`src/rtl/mem_port_arbiter_if.sv`:
```
// mem_port_arbiter_if: fetch, LSU and memory-port signals shared through one arbiter
interface mem_port_arbiter_if #(
  parameter int ADDR_W = 32,
  parameter int DATA_W = 32
);
  logic              if_req_i;
  logic [ADDR_W-1:0] if_addr_i;
  logic              if_kill_i;
  logic              if_ack_o;
  logic [DATA_W-1:0] if_rdata_o;
  logic              lsu_req_i;
  logic [ADDR_W-1:0] lsu_addr_i;
  logic              lsu_we_i;
  logic [DATA_W/8-1:0] lsu_sel_i;
  logic [DATA_W-1:0] lsu_wdata_i;
  logic              lsu_ack_o;
  logic [DATA_W-1:0] lsu_rdata_o;
  logic              mem_req_o;
  logic [ADDR_W-1:0] mem_addr_o;
  logic              mem_we_o;
  logic [DATA_W/8-1:0] mem_sel_o;
  logic [DATA_W-1:0] mem_wdata_o;
  logic              mem_ack_i;
  logic [DATA_W-1:0] mem_rdata_i;
  modport slave (
    input  if_req_i, if_addr_i, if_kill_i, lsu_req_i, lsu_addr_i, lsu_we_i, lsu_sel_i, lsu_wdata_i,
           mem_ack_i, mem_rdata_i,
    output if_ack_o, if_rdata_o, lsu_ack_o, lsu_rdata_o,
           mem_req_o, mem_addr_o, mem_we_o, mem_sel_o, mem_wdata_o
  );
  modport master (
    output if_req_i, if_addr_i, if_kill_i, lsu_req_i, lsu_addr_i, lsu_we_i, lsu_sel_i, lsu_wdata_i,
           mem_ack_i, mem_rdata_i,
    input  if_ack_o, if_rdata_o, lsu_ack_o, lsu_rdata_o,
           mem_req_o, mem_addr_o, mem_we_o, mem_sel_o, mem_wdata_o
  );
endinterface

```
`src/rtl/mem_port_arbiter.sv`:
```
// mem_port_arbiter: LSU-priority arbiter for one memory port, with fetch starvation guard and fetch kill
module mem_port_arbiter #(
  parameter int ADDR_W       = 32,
  parameter int DATA_W       = 32,
  parameter int STARVE_LIMIT = 4
) (
  input logic clk,
  input logic rst_n,
  mem_port_arbiter_if.slave b
);
  typedef enum logic [1:0] {IDLE, IF_BUSY, LSU_BUSY} state_t;
  localparam logic [3:0] LIMIT = 4'(STARVE_LIMIT);
  state_t state, state_nx;
  logic [3:0] starve_cnt;
  logic kill_flag, if_cand, if_win, lsu_win;
  assign b.if_rdata_o  = b.mem_rdata_i;
  assign b.lsu_rdata_o = b.mem_rdata_i;
  always_comb begin
    if_cand     = b.if_req_i & ~b.if_kill_i;
    if_win      = if_cand & (~b.lsu_req_i | (starve_cnt >= LIMIT));
    lsu_win     = ~if_win & b.lsu_req_i;
    state_nx    = state == IDLE ? (if_win ? IF_BUSY : (lsu_win ? LSU_BUSY : IDLE))
                                : (b.mem_ack_i ? IDLE : state);
    b.lsu_ack_o = rst_n & (state == LSU_BUSY) & b.mem_ack_i;
    b.if_ack_o  = rst_n & (state == IF_BUSY) & b.mem_ack_i & ~kill_flag & ~b.if_kill_i;
  end
  always_ff @(posedge clk)
    if (!rst_n) state <= IDLE;
    else state <= state_nx;
  always_ff @(posedge clk) begin
    if (!rst_n) begin
      starve_cnt    <= '0;
      kill_flag     <= 1'b0;
      b.mem_req_o   <= 1'b0;
      b.mem_we_o    <= 1'b0;
      b.mem_addr_o  <= {ADDR_W{1'b0}};
      b.mem_sel_o   <= '0;
      b.mem_wdata_o <= {DATA_W{1'b0}};
    end else if (state == IDLE) begin
      if (if_win) begin
        b.mem_req_o   <= 1'b1;
        b.mem_addr_o  <= b.if_addr_i;
        b.mem_we_o    <= 1'b0;
        b.mem_sel_o   <= '1;
        b.mem_wdata_o <= {DATA_W{1'b0}};
      end else if (lsu_win) begin
        b.mem_req_o   <= 1'b1;
        b.mem_addr_o  <= b.lsu_addr_i;
        b.mem_we_o    <= b.lsu_we_i;
        b.mem_sel_o   <= b.lsu_sel_i;
        b.mem_wdata_o <= b.lsu_wdata_i;
      end
      starve_cnt <= (if_win || !b.if_req_i) ? 4'd0
                  : (lsu_win && if_cand && starve_cnt != 4'hF) ? starve_cnt + 4'd1 : starve_cnt;
    end else begin
      // a fetch killed mid-flight still completes on the bus, only its ack is withheld
      kill_flag <= (state == IF_BUSY) & ~b.mem_ack_i & (kill_flag | b.if_kill_i);
      if (b.mem_ack_i) b.mem_req_o <= 1'b0;
    end
  end
endmodule

```
`src/flat_wrapper.sv`:
```
// flat-port wrapper written by rule: the top's interface ports become plain ports
module mem_port_arbiter_flat 
#(
  parameter int ADDR_W       = 32,
  parameter int DATA_W       = 32,
  parameter int STARVE_LIMIT = 4
)
  (clk, rst_n, b_if_req_i, b_if_addr_i, b_if_kill_i, b_lsu_req_i, b_lsu_addr_i, b_lsu_we_i, b_lsu_sel_i, b_lsu_wdata_i, b_mem_ack_i, b_mem_rdata_i, b_if_ack_o, b_if_rdata_o, b_lsu_ack_o, b_lsu_rdata_o, b_mem_req_o, b_mem_addr_o, b_mem_we_o, b_mem_sel_o, b_mem_wdata_o);
  mem_port_arbiter_if #(.ADDR_W(ADDR_W), .DATA_W(DATA_W)) b_i ();
  input logic clk;
  input logic rst_n;
  input wire logic [$bits(b_i.if_req_i)-1:0] b_if_req_i;
  input wire logic [$bits(b_i.if_addr_i)-1:0] b_if_addr_i;
  input wire logic [$bits(b_i.if_kill_i)-1:0] b_if_kill_i;
  input wire logic [$bits(b_i.lsu_req_i)-1:0] b_lsu_req_i;
  input wire logic [$bits(b_i.lsu_addr_i)-1:0] b_lsu_addr_i;
  input wire logic [$bits(b_i.lsu_we_i)-1:0] b_lsu_we_i;
  input wire logic [$bits(b_i.lsu_sel_i)-1:0] b_lsu_sel_i;
  input wire logic [$bits(b_i.lsu_wdata_i)-1:0] b_lsu_wdata_i;
  input wire logic [$bits(b_i.mem_ack_i)-1:0] b_mem_ack_i;
  input wire logic [$bits(b_i.mem_rdata_i)-1:0] b_mem_rdata_i;
  output wire logic [$bits(b_i.if_ack_o)-1:0] b_if_ack_o;
  output wire logic [$bits(b_i.if_rdata_o)-1:0] b_if_rdata_o;
  output wire logic [$bits(b_i.lsu_ack_o)-1:0] b_lsu_ack_o;
  output wire logic [$bits(b_i.lsu_rdata_o)-1:0] b_lsu_rdata_o;
  output wire logic [$bits(b_i.mem_req_o)-1:0] b_mem_req_o;
  output wire logic [$bits(b_i.mem_addr_o)-1:0] b_mem_addr_o;
  output wire logic [$bits(b_i.mem_we_o)-1:0] b_mem_we_o;
  output wire logic [$bits(b_i.mem_sel_o)-1:0] b_mem_sel_o;
  output wire logic [$bits(b_i.mem_wdata_o)-1:0] b_mem_wdata_o;
  assign b_i.if_req_i = b_if_req_i;
  assign b_i.if_addr_i = b_if_addr_i;
  assign b_i.if_kill_i = b_if_kill_i;
  assign b_i.lsu_req_i = b_lsu_req_i;
  assign b_i.lsu_addr_i = b_lsu_addr_i;
  assign b_i.lsu_we_i = b_lsu_we_i;
  assign b_i.lsu_sel_i = b_lsu_sel_i;
  assign b_i.lsu_wdata_i = b_lsu_wdata_i;
  assign b_i.mem_ack_i = b_mem_ack_i;
  assign b_i.mem_rdata_i = b_mem_rdata_i;
  assign b_if_ack_o = b_i.if_ack_o;
  assign b_if_rdata_o = b_i.if_rdata_o;
  assign b_lsu_ack_o = b_i.lsu_ack_o;
  assign b_lsu_rdata_o = b_i.lsu_rdata_o;
  assign b_mem_req_o = b_i.mem_req_o;
  assign b_mem_addr_o = b_i.mem_addr_o;
  assign b_mem_we_o = b_i.mem_we_o;
  assign b_mem_sel_o = b_i.mem_sel_o;
  assign b_mem_wdata_o = b_i.mem_wdata_o;
  mem_port_arbiter #(.ADDR_W(ADDR_W), .DATA_W(DATA_W), .STARVE_LIMIT(STARVE_LIMIT)) u_core (.clk(clk), .rst_n(rst_n), .b(b_i));
endmodule
```
`config.mk`:
```
export PLATFORM = sky130hd
export DESIGN_NAME = mem_port_arbiter_flat
export DESIGN_NICKNAME = d
export VERILOG_FILES = /design/src/rtl/mem_port_arbiter_if.sv /design/src/rtl/mem_port_arbiter.sv /design/src/flat_wrapper.sv
export SDC_FILE = /design/constraint.sdc
export NUM_CORES = 1
export LEC_CHECK = 0
export ABC_CLOCK_PERIOD_IN_PS = 1500
export CAP_MARGIN = 20
export CORE_AREA = 2 2 110 112
export DETAILED_ROUTE_END_ITERATION = 7
export DIE_AREA = 0 0 112 114
export PLACE_DENSITY = 0.87
export SKIP_LAST_GASP = 1
export SLEW_MARGIN = 20
export SYNTH_ARGS = -nofsm -noshare
export SYNTH_HDL_FRONTEND = slang
export SYNTH_SLANG_ARGS = --single-unit
```
`constraint.sdc`:
```
create_clock -name clk -period 1.5 [get_ports clk]
set_clock_uncertainty 0.2 [all_clocks]
set_input_delay 0.225 -clock clk [delete_from_list [all_inputs] [get_ports clk]]
set_output_delay 0.225 -clock clk [all_outputs]
set_load 0.1 [all_outputs]
```
# Word level (Yosys, flattened, before mapping)
# Index checks and enable logic that the tools add are counted.
dict set report totals {
  ff_bits 77
  in_bits 139
  output_inout_bits 136
  elab_cells 61
}
dict set report op_classes {
  addsub 1
  order_cmp 1
  eq_ne 4
  muxes 18
  bitwise_logic 18
  reduce_logical 11
}
# cell count
set ops {}
lappend ops {{32-bit 2-to-1 mux} 4}
lappend ops {{4-bit 2-to-1 mux} 4}
lappend ops {{1-bit bitwise AND} 11}
lappend ops {{2-bit 2-to-1 mux} 4}
lappend ops {{1-bit 2-to-1 mux} 6}
lappend ops {{2-bit AND reduction} 3}
lappend ops {{2-bit nonzero test} 3}
lappend ops {{1-bit NOT} 5}
lappend ops {{4-bit by 1-bit adder with 4-bit output (second input constant)} 1}
lappend ops {{4-bit by 3-bit greater-or-equal comparator with 1-bit output (second input constant)} 1}
lappend ops {{4-bit != test (second input constant)} 1}
lappend ops {{3-bit by 1-bit != test with 1-bit output (second input constant)} 1}
lappend ops {{2-bit by 1-bit equality test with 1-bit output (second input constant)} 1}
lappend ops {{2-bit equality test (second input constant)} 1}
lappend ops {{1-bit logical AND} 2}
lappend ops {{2-bit zero test} 1}
lappend ops {{1-bit bitwise OR} 2}
lappend ops {{1-bit zero test} 1}
lappend ops {{1-bit logical OR} 1}

# Depth between registers and ports, before layout
dict set report depth {
  word_depth 9
  mapped_depth 6
  ltp_nobuf 5
}

# Least setup slack after synthesis
# Ideal clock, no wire load.
dict set report synth_path {
  path_type {register to output}
  from {register u_core.state[0]}
  to {output b_if_ack_o}
  arrival_time_ns 3.413
  required_time_ns 1.075
  setup_slack_ns -2.338
  stages_incl_launch_ff 4
  n_path_buf 1
  cell_sequence {dfxtp_1 > buf_2 > nand2b_1 > nor4_1}
}
dict set report synth_via {
  elab_chain_cells 5
}
# element line_no
set synth_lines {}
lappend synth_lines {{start, declared} mem_port_arbiter.sv:13} ;# state_t state, state_nx;
lappend synth_lines {{start signal, assigned} mem_port_arbiter.sv:29} ;# else state <= state_nx;
lappend synth_lines {{2-bit by 1-bit equality test with 1-bit output} mem_port_arbiter.sv:25} ;# b.if_ack_o = rst_n & (state == IF_BUSY) & b.mem_ack_i & ~kill_flag & ~b.if_kill_i;
lappend synth_lines {{1-bit bitwise AND (4 in series)} mem_port_arbiter.sv:25}
lappend synth_lines {{end, declared} flat_wrapper.sv:22} ;# output wire logic [$bits(b_i.if_ack_o)-1:0] b_if_ack_o;
# No other way between the ends.

# Final worst setup path
dict set report layout_path {
  from {register u_core.state[1]}
  to {output b_if_ack_o}
}
# The elaborated chain is that of the path after synthesis.

==> out/metrics.yaml <==
sta:
  fin_tns_setup_ps: -12780
  finalHoldViolations: 0
  post-route-period-util: 1.19
  tightest_slew_ps: 448
  clock.fmax_mhz: 559
  setup_viol: 77
  slew_violations: 0
  rsz0062_at_grt: "true"
  min_period_ps: 1790
  fin_ws_ps: -288
  max_slew_margin: 0.701
worst_setup_path:
  critPathBufInv: 2
  end_kind: "output port"
  r2r-start: "u_core.state[0]"
  critical_path_cell_count: 3
  required_ps: 1070
  r2r_cells: 9
  cp-endpoint: "b_if_ack_o"
  path_max_fanout: 2
  arrival_ps: 1360
  setup.worst_path.start: "u_core.state[1]"
  worst_path_max_delay_cell: "dfxtp_4"
  start_kind: "flop"
  crit_chain: "buf_6 -> nor4_4 -> buf_12"
  crit_type: "reg2out"
  r2r_end: "u_core.b.mem_sel_o[2]"
  crit_family: "flip-flops"
  rrSetupSlack_ps: -230
  critical-path-max-stage-delay_ps: 350
clock_network:
  clockRootBuffer: "clkbuf_16"
  cts_made_buffers: 9
  cts_tree: "built"
  h-tree-depth: 3
  cts_hold_buffers: 0
  cts_num_sinks: 77
  clock_path_buffers: 2
  clk_pin_slew_worst_paths_ps: 60
  insertion_delay_ps: 340
drt:
  firstDrtPassIters: 4
  wl_mm: 16.1
  wl_per_cell_um: 23.2
  drt_iter0_markers: 159
  remaining_drc_errors: 0
  detail-route-antenna-nets: 0
  viasPerCell: 5.13
  route.vias.total: 3558
power_and_ir_drop:
  p_total_mw: 8.12
  seqPwrFrac: 0.300
  p_comb_frac: 0.415
  p_per_area_mw_per_mm2: 1100
  p_leak_nw: 2.86
  peakVddDrop_uv: 867
  power_frac_clock: 0.285
  intPower_mw: 5.15
  swShare: 0.366
  netSwitchingPower_mw: 2.97
global_route:
  grt_pass1_vias: 3615
  grt_usage: 0.226
  antenna_found_initial: 0
  overflow: 0
  grt_max_degree: 31
  grt_pass1_wl_mm: 21.4
floorplan:
  core_mm2: 0.0117
  rows: 40
  fp.dieArea_mm2: 0.0128
  initial_core_util: 0.289
  die_x_um: 112
  die_h_um: 114
  ios: 275
synth:
  synth_seq_cells: 77
  yosysWarnings: 0
  synthesis.nets: 513
  syn_inst: 373
  yosysUniqueCellTypes: 36
  syn_avg_cell_area_um2: 9.06
  synth_area_mm2: 0.00338
  seq_area_frac_synth: 0.456
cells_and_area:
  num_antenna_cells: 0
  fin_nets: 681
  finalInstanceArea_mm2: 0.00738
  drive_above_1_share: 0.471
  area_delta_synth_final_pct: 118
placed_design:
  hpwl_mm: 8.91
  portBuffers: 178
  place.gp.congestion: 0.835
  place_area_mm2: 0.00568
run:
  cap_violations: 0
hold_path:
  hold_path.class: "in2reg"
status:
  violations: "setup timing"
  run_status: "finished with violations"
[worst register-to-register path, stage by stage, from the launching register on]
cell     delay, ps
dfxtp_4        350
buf_6          120
nor2_4         130
o21a_4         180
buf_12         130
buf_8          110
buf_6          120
buf_16         140
o22ai_4         70
nor2_1         120
[power by group through the flow]
stage | logic (mW) | clock network [mW] | registers, mW
global placement | 2.58 | 0 | 2.45
finish | 3.37 | 2.31 | 2.44
detailed placement | 2.61 | 0 | 2.46
floorplan | 1.18 | 0 | 3.53
CTS | 3.14 | 2.32 | 2.42
global route | 3.45 | 2.41 | 2.46
[final cells by class]
cell class,count,area [um^2]
Fill cell,881,4330
Timing Repair Buffer,244,3490
Multi-Input combinational cell,208,1800
Sequential cell,77,1590
Clock buffer,11,233
Tap cell,147,184
Clock inverter,5,75.1
Inverter,1,3.75
[worst min path at each step]
stage / from / to / slack [ps] / cells past startpoint
2_1_floorplan: b_mem_ack_i / u_core.kill_flag / 140 / 1
3_3_place_gp: b_mem_rdata_i[24] / b_lsu_rdata_o[24] / 250 / 0
3_5_place_dp: b_mem_rdata_i[24] / b_lsu_rdata_o[24] / 250 / 0
4_1_cts: b_mem_ack_i / u_core.kill_flag / 170 / 3
5_1_grt: b_mem_ack_i / u_core.kill_flag / 190 / 3
6_report: b_mem_ack_i / u_core.kill_flag / 170 / 3
[routing by layer]
metal / routed length, um / GRT usage
met3: 1280 / 0.0712
met4: 558 / 0.107
met5: 0 / 0
met2: 8880 / 0.439
met1: 5370 / 0.214
[repair_timing]
action | in CTS | in global routing
buffers inserted | 32 | 3
gates cloned | 14 | 4
pin swaps | 22 | 29
setup endpoints to repair | 77 | 79
resized for setup | 91 | 73
[cell usage in the layout (no fill, tap or decap), types with 2 or more instances in the layout]
master / instances
nor2_4: 6
o22ai_2: 4
clkinv_2: 3
clkbuf_1: 2
dfxtp_2: 28
buf_4: 19
o21ai_2: 18
clkbuf_16: 12
a31oi_1: 11
dfxtp_4: 3
nor3_1: 2
clkdlybuf4s50_1: 101
a22o_1: 33
buf_16: 12
buf_12: 80
o21ai_1: 9
nor3b_4: 2
nand2_1: 60
dlygate4sd2_1: 3
a31oi_4: 19
a21oi_2: 2
o21ai_0: 3
bufinv_16: 2
o22ai_4: 2
dfxtp_1: 46
buf_8: 3
nand2b_4: 2
nor4_4: 2
buf_6: 21
nor2_1: 9
a21oi_1: 3
[cells in the mapped netlist (all sizes together)]
| cell | instances | share of area |
|---|---|---|
| nor2b | 2 | 0.0037 |
| and2 | 1 | 0.0019 |
| o21a | 1 | 0.0026 |
| o22ai | 6 | 0.011 |
| or3 | 1 | 0.0033 |
| nand2b | 3 | 0.0078 |
| nand4 | 1 | 0.0019 |
| a2111oi | 2 | 0.0052 |
| nand2 | 61 | 0.068 |
| a211oi | 1 | 0.0037 |
| nor2 | 13 | 0.020 |
| o21ai | 31 | 0.046 |
| nor4 | 3 | 0.0056 |
| a31oi | 30 | 0.056 |
| dfxtp | 77 | 0.46 |
| a21o | 1 | 0.0022 |
| buf | 82 | 0.18 |
| clkbuf | 7 | 0.0078 |
| a22oi | 1 | 0.0022 |
| nand3 | 1 | 0.0015 |
| ha | 1 | 0.0037 |
| and3 | 1 | 0.0019 |
| inv | 1 | 0.0011 |
| nor3b | 2 | 0.0059 |
| nor3 | 3 | 0.0044 |
| a21oi | 6 | 0.010 |
| o211ai | 1 | 0.0063 |
| a22o | 33 | 0.086 |
[kinds of logic after synthesis]
logic type / share of synthesized area
adders and majority gates: 0.00370
buffers and inverters: 0.184
DFF: 0.456
and+or+nand+nor: 0.126
AOI/OAI and AO/OA: 0.230
[flip-flops by register name, summed over array words and instances (netlist names)]
name and count:
u_core.b.mem_wdata_o 32, u_core.b.mem_addr_o 32, u_core.kill_flag 1, u_core.b.mem_sel_o 4
u_core.starve_cnt 4, u_core.b.mem_req_o 1, u_core.state 2, u_core.b.mem_we_o 1
[stage by stage]
step | hold slack (ps) | cells | setup WS, ps | utilization
after floorplan | 142 | 373 | -545 | -
after global placement | 251 | 627 | -864 | 0.485
after detailed placement | 251 | 627 | -1060 | 0.485
after CTS | 169 | 689 | -291 | 0.588
after global routing | 186 | 693 | -307 | 0.630
final | 168 | 693 | -288 | 0.630
No activity file was read; power rests on OpenSTA's default activity.
